**src/rtl/input_conditioner_if.sv**
```systemverilog
// Purpose: groups raw button/switch inputs and conditioned outputs of input_conditioner.
// Latency: n/a (signal bundle only).
// Backpressure: none; all signals are free-running levels or single-cycle pulses.
interface input_conditioner_if;
  logic       Run_n;
  logic       ClearA_LoadB_n;
  logic [7:0] S_raw;
  logic       Run_held;
  logic       ClearA_LoadB_held;
  logic       Run_pulse;
  logic       ClearA_LoadB_pulse;
  logic [7:0] S_sync;

  // Board/bench side: drives raw inputs, observes conditioned outputs.
  modport master (
    output Run_n, ClearA_LoadB_n, S_raw,
    input  Run_held, ClearA_LoadB_held, Run_pulse, ClearA_LoadB_pulse, S_sync
  );

  // Conditioner side.
  modport slave (
    input  Run_n, ClearA_LoadB_n, S_raw,
    output Run_held, ClearA_LoadB_held, Run_pulse, ClearA_LoadB_pulse, S_sync
  );
endinterface

```
**src/rtl/input_conditioner.sv**
```systemverilog
// Purpose: sync + debounce two active-low buttons into level/press-pulse; 2-FF sync of 8 switches.
// Latency: held D+2 edges, pulse D+3 edges, switches 2 edges (D = DEBOUNCE_CYCLES).
// Backpressure: none; outputs are free-running registered levels and one-cycle pulses.
module input_conditioner #(
  parameter int DEBOUNCE_CYCLES = 50000,
  parameter int CNT_W           = 16
) (
  input logic                Clk,
  input logic                Reset,
  input_conditioner_if.slave bus
);

  // Counter terminal value: the D-th consecutive mismatching sample commits the change.
  localparam logic [CNT_W-1:0] CNT_MAX = CNT_W'(DEBOUNCE_CYCLES - 1);

  // Channel 0 = Run, channel 1 = ClearA_LoadB. Inverted so 1 = pressed.
  logic [1:0] btn_pressed;
  assign btn_pressed = ~{bus.ClearA_LoadB_n, bus.Run_n};

  logic [1:0]            sync1_q;
  logic [1:0]            sync2_q;
  logic [1:0]            stable_q, stable_d;
  logic [1:0]            stable_dly_q;
  logic [1:0]            pulse_q, pulse_d;
  logic [1:0][CNT_W-1:0] cnt_q, cnt_d;
  logic [7:0]            s_sync1_q;
  logic [7:0]            s_sync2_q;

  // Debounce next state: any sample agreeing with the accepted level restarts the count,
  // so only an unbroken run of D disagreeing samples moves the stable level.
  always_comb begin
    stable_d = stable_q;
    cnt_d    = '0;
    pulse_d  = '0;
    for (int c = 0; c < 2; c++) begin
      if (sync2_q[c] != stable_q[c]) begin
        if (cnt_q[c] == CNT_MAX) begin
          stable_d[c] = sync2_q[c];
        end else begin
          cnt_d[c] = cnt_q[c] + CNT_W'(1);
        end
      end
      // Rising edge of the accepted level only; release and long holds give nothing.
      pulse_d[c] = stable_q[c] & ~stable_dly_q[c];
    end
  end

  // Button synchronizers, debounce state and pulse registers; reset means "released".
  always_ff @(posedge Clk or negedge Reset) begin
    if (!Reset) begin
      sync1_q      <= '0;
      sync2_q      <= '0;
      stable_q     <= '0;
      stable_dly_q <= '0;
      pulse_q      <= '0;
      cnt_q        <= '0;
    end else begin
      sync1_q      <= btn_pressed;
      sync2_q      <= sync1_q;
      stable_q     <= stable_d;
      stable_dly_q <= stable_q;
      pulse_q      <= pulse_d;
      cnt_q        <= cnt_d;
    end
  end

  // Switch synchronizer: two flops per bit, no filtering.
  always_ff @(posedge Clk or negedge Reset) begin
    if (!Reset) begin
      s_sync1_q <= '0;
      s_sync2_q <= '0;
    end else begin
      s_sync1_q <= bus.S_raw;
      s_sync2_q <= s_sync1_q;
    end
  end

  assign bus.Run_held           = stable_q[0];
  assign bus.ClearA_LoadB_held  = stable_q[1];
  assign bus.Run_pulse          = pulse_q[0];
  assign bus.ClearA_LoadB_pulse = pulse_q[1];
  assign bus.S_sync             = s_sync2_q;

endmodule

```
**src/flat_wrapper.sv**
```systemverilog
// flat-port wrapper written by rule: the top's interface ports become plain ports
module input_conditioner_flat 
#(
  parameter int DEBOUNCE_CYCLES = 50000,
  parameter int CNT_W           = 16
)
  (Clk, Reset, bus_Run_n, bus_ClearA_LoadB_n, bus_S_raw, bus_Run_held, bus_ClearA_LoadB_held, bus_Run_pulse, bus_ClearA_LoadB_pulse, bus_S_sync);
  input_conditioner_if bus_i ();
  input logic Clk;
  input logic Reset;
  input wire logic [$bits(bus_i.Run_n)-1:0] bus_Run_n;
  input wire logic [$bits(bus_i.ClearA_LoadB_n)-1:0] bus_ClearA_LoadB_n;
  input wire logic [$bits(bus_i.S_raw)-1:0] bus_S_raw;
  output wire logic [$bits(bus_i.Run_held)-1:0] bus_Run_held;
  output wire logic [$bits(bus_i.ClearA_LoadB_held)-1:0] bus_ClearA_LoadB_held;
  output wire logic [$bits(bus_i.Run_pulse)-1:0] bus_Run_pulse;
  output wire logic [$bits(bus_i.ClearA_LoadB_pulse)-1:0] bus_ClearA_LoadB_pulse;
  output wire logic [$bits(bus_i.S_sync)-1:0] bus_S_sync;
  assign bus_i.Run_n = bus_Run_n;
  assign bus_i.ClearA_LoadB_n = bus_ClearA_LoadB_n;
  assign bus_i.S_raw = bus_S_raw;
  assign bus_Run_held = bus_i.Run_held;
  assign bus_ClearA_LoadB_held = bus_i.ClearA_LoadB_held;
  assign bus_Run_pulse = bus_i.Run_pulse;
  assign bus_ClearA_LoadB_pulse = bus_i.ClearA_LoadB_pulse;
  assign bus_S_sync = bus_i.S_sync;
  input_conditioner #(.DEBOUNCE_CYCLES(DEBOUNCE_CYCLES), .CNT_W(CNT_W)) u_core (.Clk(Clk), .Reset(Reset), .bus(bus_i));
endmodule
```
**config.mk**
```make
export PLATFORM = sky130hd
export DESIGN_NAME = input_conditioner_flat
export DESIGN_NICKNAME = d
export VERILOG_FILES = /design/src/rtl/input_conditioner_if.sv /design/src/rtl/input_conditioner.sv /design/src/flat_wrapper.sv
export SDC_FILE = /design/constraint.sdc
export NUM_CORES = 1
export LEC_CHECK = 0
export BUFFER_PORTS_ARGS = -buffer_cell sky130_fd_sc_hd__buf_2
export CORE_MARGIN = 10
export CORE_UTILIZATION = 40
export CTS_CLUSTER_DIAMETER = 100
export DETAILED_ROUTE_END_ITERATION = 8
export GPL_ROUTABILITY_DRIVEN = 0
export PLACE_DENSITY = 0.59
export SLEW_MARGIN = 25
export SYNTH_ARGS = -nofsm -noshare
export SYNTH_HDL_FRONTEND = slang
export SYNTH_SLANG_ARGS = --single-unit
```
**constraint.sdc**
```tcl
create_clock -name Clk -period 4.51 [get_ports Clk]
set_input_delay 0.451 -clock Clk [delete_from_list [all_inputs] [get_ports Clk]]
set_output_delay 0.451 -clock Clk [all_outputs]
set_load 0.01 [all_outputs]
```
# Word level (Yosys, flattened, before mapping)
# Cells that the tools add are included.
dict set report classes {
  n_mul 0
  magnitude_cmp 0
  n_bitwise 5
  addsub 2
  n_shift 0
  muxes 4
  eq_ne 4
  div 0
  reduce_logical 2
}
# cell count
set ops {}
lappend ops {{two-way mux 16 bit} 4}
lappend ops {{adder 16 x 1 -> 16 bit (second input constant)} 2}
lappend ops {{== test 16 bit (second input constant)} 2}
lappend ops {{AND reduction 2 bit} 2}
lappend ops {{bitwise AND 1 bit} 2}
lappend ops {{inequality test 1 bit} 2}
lappend ops {{NOT 1 bit} 2}
lappend ops {{NOT 2 bit} 1}
dict set report word_totals {
  word_cells 27
  ramBits 0
  memories 0
  output_inout_bits 12
  mem_bits_ro 0
  regBits 58
  latch_bits 0
}

# Logic depth before layout (Yosys ltp)
dict set report depth {
  word_depth 3
  ltp_mapped 5
}

# Worst setup path after synthesis
# OpenSTA, ideal clock, no wires.
dict set report synth_path {
  path_type {flip-flop to flip-flop}
  start {register u_core.cnt_q[5] (netlist name)}
  end {register u_core.cnt_q[10] (netlist name)}
  stages_incl_launch_ff 5
  required_time_ns 4.391
  t_arrival_ns 1.570
  setup_ns 0.119
  path_buffers 1
  slack_ns 2.822
  synth_period_minus_slack_ns 1.688
  cell_sequence {dfrtp_1 or3_1 o41ai_4 buf_6 nor2_1}
}
# element line
set synth_rtl {}
lappend synth_rtl {{start, declared} input_conditioner.sv:25} ;# logic [1:0][CNT_W-1:0] cnt_q, cnt_d;
lappend synth_rtl {{start signal, assigned} input_conditioner.sv:63} ;# cnt_q <= cnt_d;

==> impl_metrics.tcl <==
set metrics [dict create \
    status "completed" \
    crit_arrival_ps 2210 \
    via_per_inst 4.69 \
    drt_first_pass_iters 4 \
    hold_viol 0 \
    reg2reg_from "u_core.cnt_q[16]$_DFF_PN0_" \
    drc 0 \
    yosysMostFrequentCell "dfrtp_1" \
    finalWorstSetupSlack_ps 2470 \
    clk_pin_slew_ps 60 \
    synthesis.nets 211 \
    ys_ff_latch 58 \
    skew_ps 4.51 \
    tritoncts "done" \
    clk_latency_ps 330 \
    antennaDiodeCount 0 \
    ant_nets 0 \
    pwr_density_cell_nw_per_um2 388 \
    maxCapViolCount 0 \
    hp-start "bus_S_raw[7]" \
    worstMarginPinSlew_ps 875 \
    io_pins 24 \
    drv_slew 0 \
    crit_fanout 16 \
    startpoint "u_core.cnt_q[16]$_DFF_PN0_" \
    cts_sinks 58 \
    wl_um 4000 \
    initial_utilization_pct 41.6 \
    grt_setup_unrepaired "no" \
    grt_antenna_before_repair 0 \
    syn-cell-area_um2 2320 \
    cp-start-kind "flip-flop" \
    grt_pass1_wl_um 7350 \
    timing.fmax_mhz 491 \
    endpoint_kind "flip-flop" \
    ys_seq_area_share_pct 62.6 \
    irDropWorstVdd_v 0.000299 \
    place_hpwl_um 2690 \
    setup_tns_ps 0 \
    yosys_warnings 0 \
    hold_ws_ps 223 \
    setup-violations-final 0 \
    leakage_nw 1.19 \
    cts_buffers 9 \
    pre_cts_slack_ps 2450 \
    die_h_um 96.2 \
    vias 1441 \
    grt_pass1_vias 1537 \
    avgRoutedWirePerCell_um 13.0 \
    drive_gt1_share_pct 18.7 \
    num_rows 27 \
    synth_area_leaders "dfrtp_1 63%, xnor2_1 9.1%, nor2_1 6.3%" \
    layout.nets 244 \
    holdBufCountCts 0 \
    design.core.area_um2 5570 \
    cts_buffer_depth 2 \
    hold_class "input pin to flip-flop" \
    grt_max_degree 59 \
    die_x_um 96.2 \
    finalCritPeriodShare_pct 45.1 \
    area_growth_pct 16.9 \
    grt_usage_pct 10.5 \
    root_buffer "clkbuf_8" \
    cts_resized 0 \
    netlist.area_leader.share_pct 62.6 \
    crit_required_ps 4680 \
    synth_commonest_cells "58 x dfrtp_1, 39 x nor2_1, 24 x xnor2_1, 11 x nand3_1, 10 x nor4_1" \
    synth_edf_count 0 \
    r2r_slack_ps 2470 \
    drt_iter0_markers 62 \
    synthArstFlopShare_pct 100 \
    port_buffers 23 \
    fin_crit_ps 2040 \
    crit_type "flip-flop to flip-flop" \
    post_cts_buffers 0 \
    synth.avg_cell_area_um2 11.8 \
    ctsHtreeMaxLevel 3 \
    dieArea_um2 9250 \
    synth.distinct_cells 23 \
    max-slew-margin-rel_pct 41.5 \
    overflow 0 \
    ys.flop_type "dfrtp_1" \
    yosysTopAreaCell "dfrtp_1" \
    synth_cells 197 \
    power.total_mw 1.05 \
]
## path summary, 6_finish.rpt
kind	cells after the start	end
setup / recovery	4	u_core.cnt_q[29]$_DFF_PN0_
hold / removal	1	u_core.s_sync1_q[7]$_DFF_PN0_
setup reg to reg	4	u_core.cnt_q[29]$_DFF_PN0_
hold reg to reg	0	u_core.bus.S_sync[4]$_DFF_PN0_
max in group asynchronous	2	u_core.cnt_q[12]$_DFF_PN0_
min in group asynchronous	2	u_core.pulse_q[1]$_DFF_PN0_
## metal layers
metal	GRT usage (%)	part of all wire [%]	routed length (um)	vias to the layer above
li1	-	-	-	729
met1	12.0	45	1800	681
met2	16.1	48	1910	24
met3	5.53	5.6	224	7
met4	4.42	1.5	58	0
met5	0	0	0	-
## power breakdown
group	internal, mW	switching, mW
registers	0.534	0.00737
logic	0.0126	0.0230
clock network	0.285	0.190
total	0.832	0.221
## layout by cell type (no fill, tap or decap), drive strengths merged, types with 2 or more instances in the layout
cell    count
buf        24
clkbuf     14
dfrtp      58
ha          2
inv         9
mux2        2
nand2       8
nand3      12
nand3b      2
nand4       7
nor2       39
nor2b       2
nor3        7
nor4       10
o41ai       2
or3         2
xnor2      24
xor2        5
## final cells by class
cell class	instances	area, um2
Clock buffer	14	163
Clock inverter	2	35.0
Fill cell	532	2860
Inverter	9	33.8
Multi-Input combinational cell	128	816
Sequential cell	58	1450
Tap cell	72	90.1
Timing Repair Buffer	24	123
## kinds of logic after synthesis
group           after synthesis  share of synthesized area [%]
mux                           2                          0.971
fa+ha+maj                     2                           1.08
flops                        58                           62.6
compound gates                4                           2.97
buf+inv                      11                           2.27
xor+xnor                     29                           10.9
simple gates                 91                           19.2
## critical path, stage by stage, from the launching register on
cell	delay, ps
dfrtp_1	380
ha_1	190
nand3_1	290
o41ai_4	880
nor2_1	130
## metrics by stage
stage / util [%] / std cells / instance area (um2)
detailed placement: 45.1 / 291 / 2510
global placement: 45.1 / 291 / 2510
CTS: 48.6 / 307 / 2710
finish: 48.6 / 307 / 2710
global route: 48.6 / 307 / 2710
floorplan: - / 197 / 2320
## sequential cells by signal (all words and copies together), names as in the netlist
register / cells
u_core.cnt_q: 32
u_core.bus.S_sync: 8
u_core.s_sync1_q: 8
u_core.pulse_q: 2
u_core.stable_dly_q: 2
u_core.stable_q: 2
u_core.sync1_q: 2
u_core.sync2_q: 2
(Power assumes the default switching activity.)
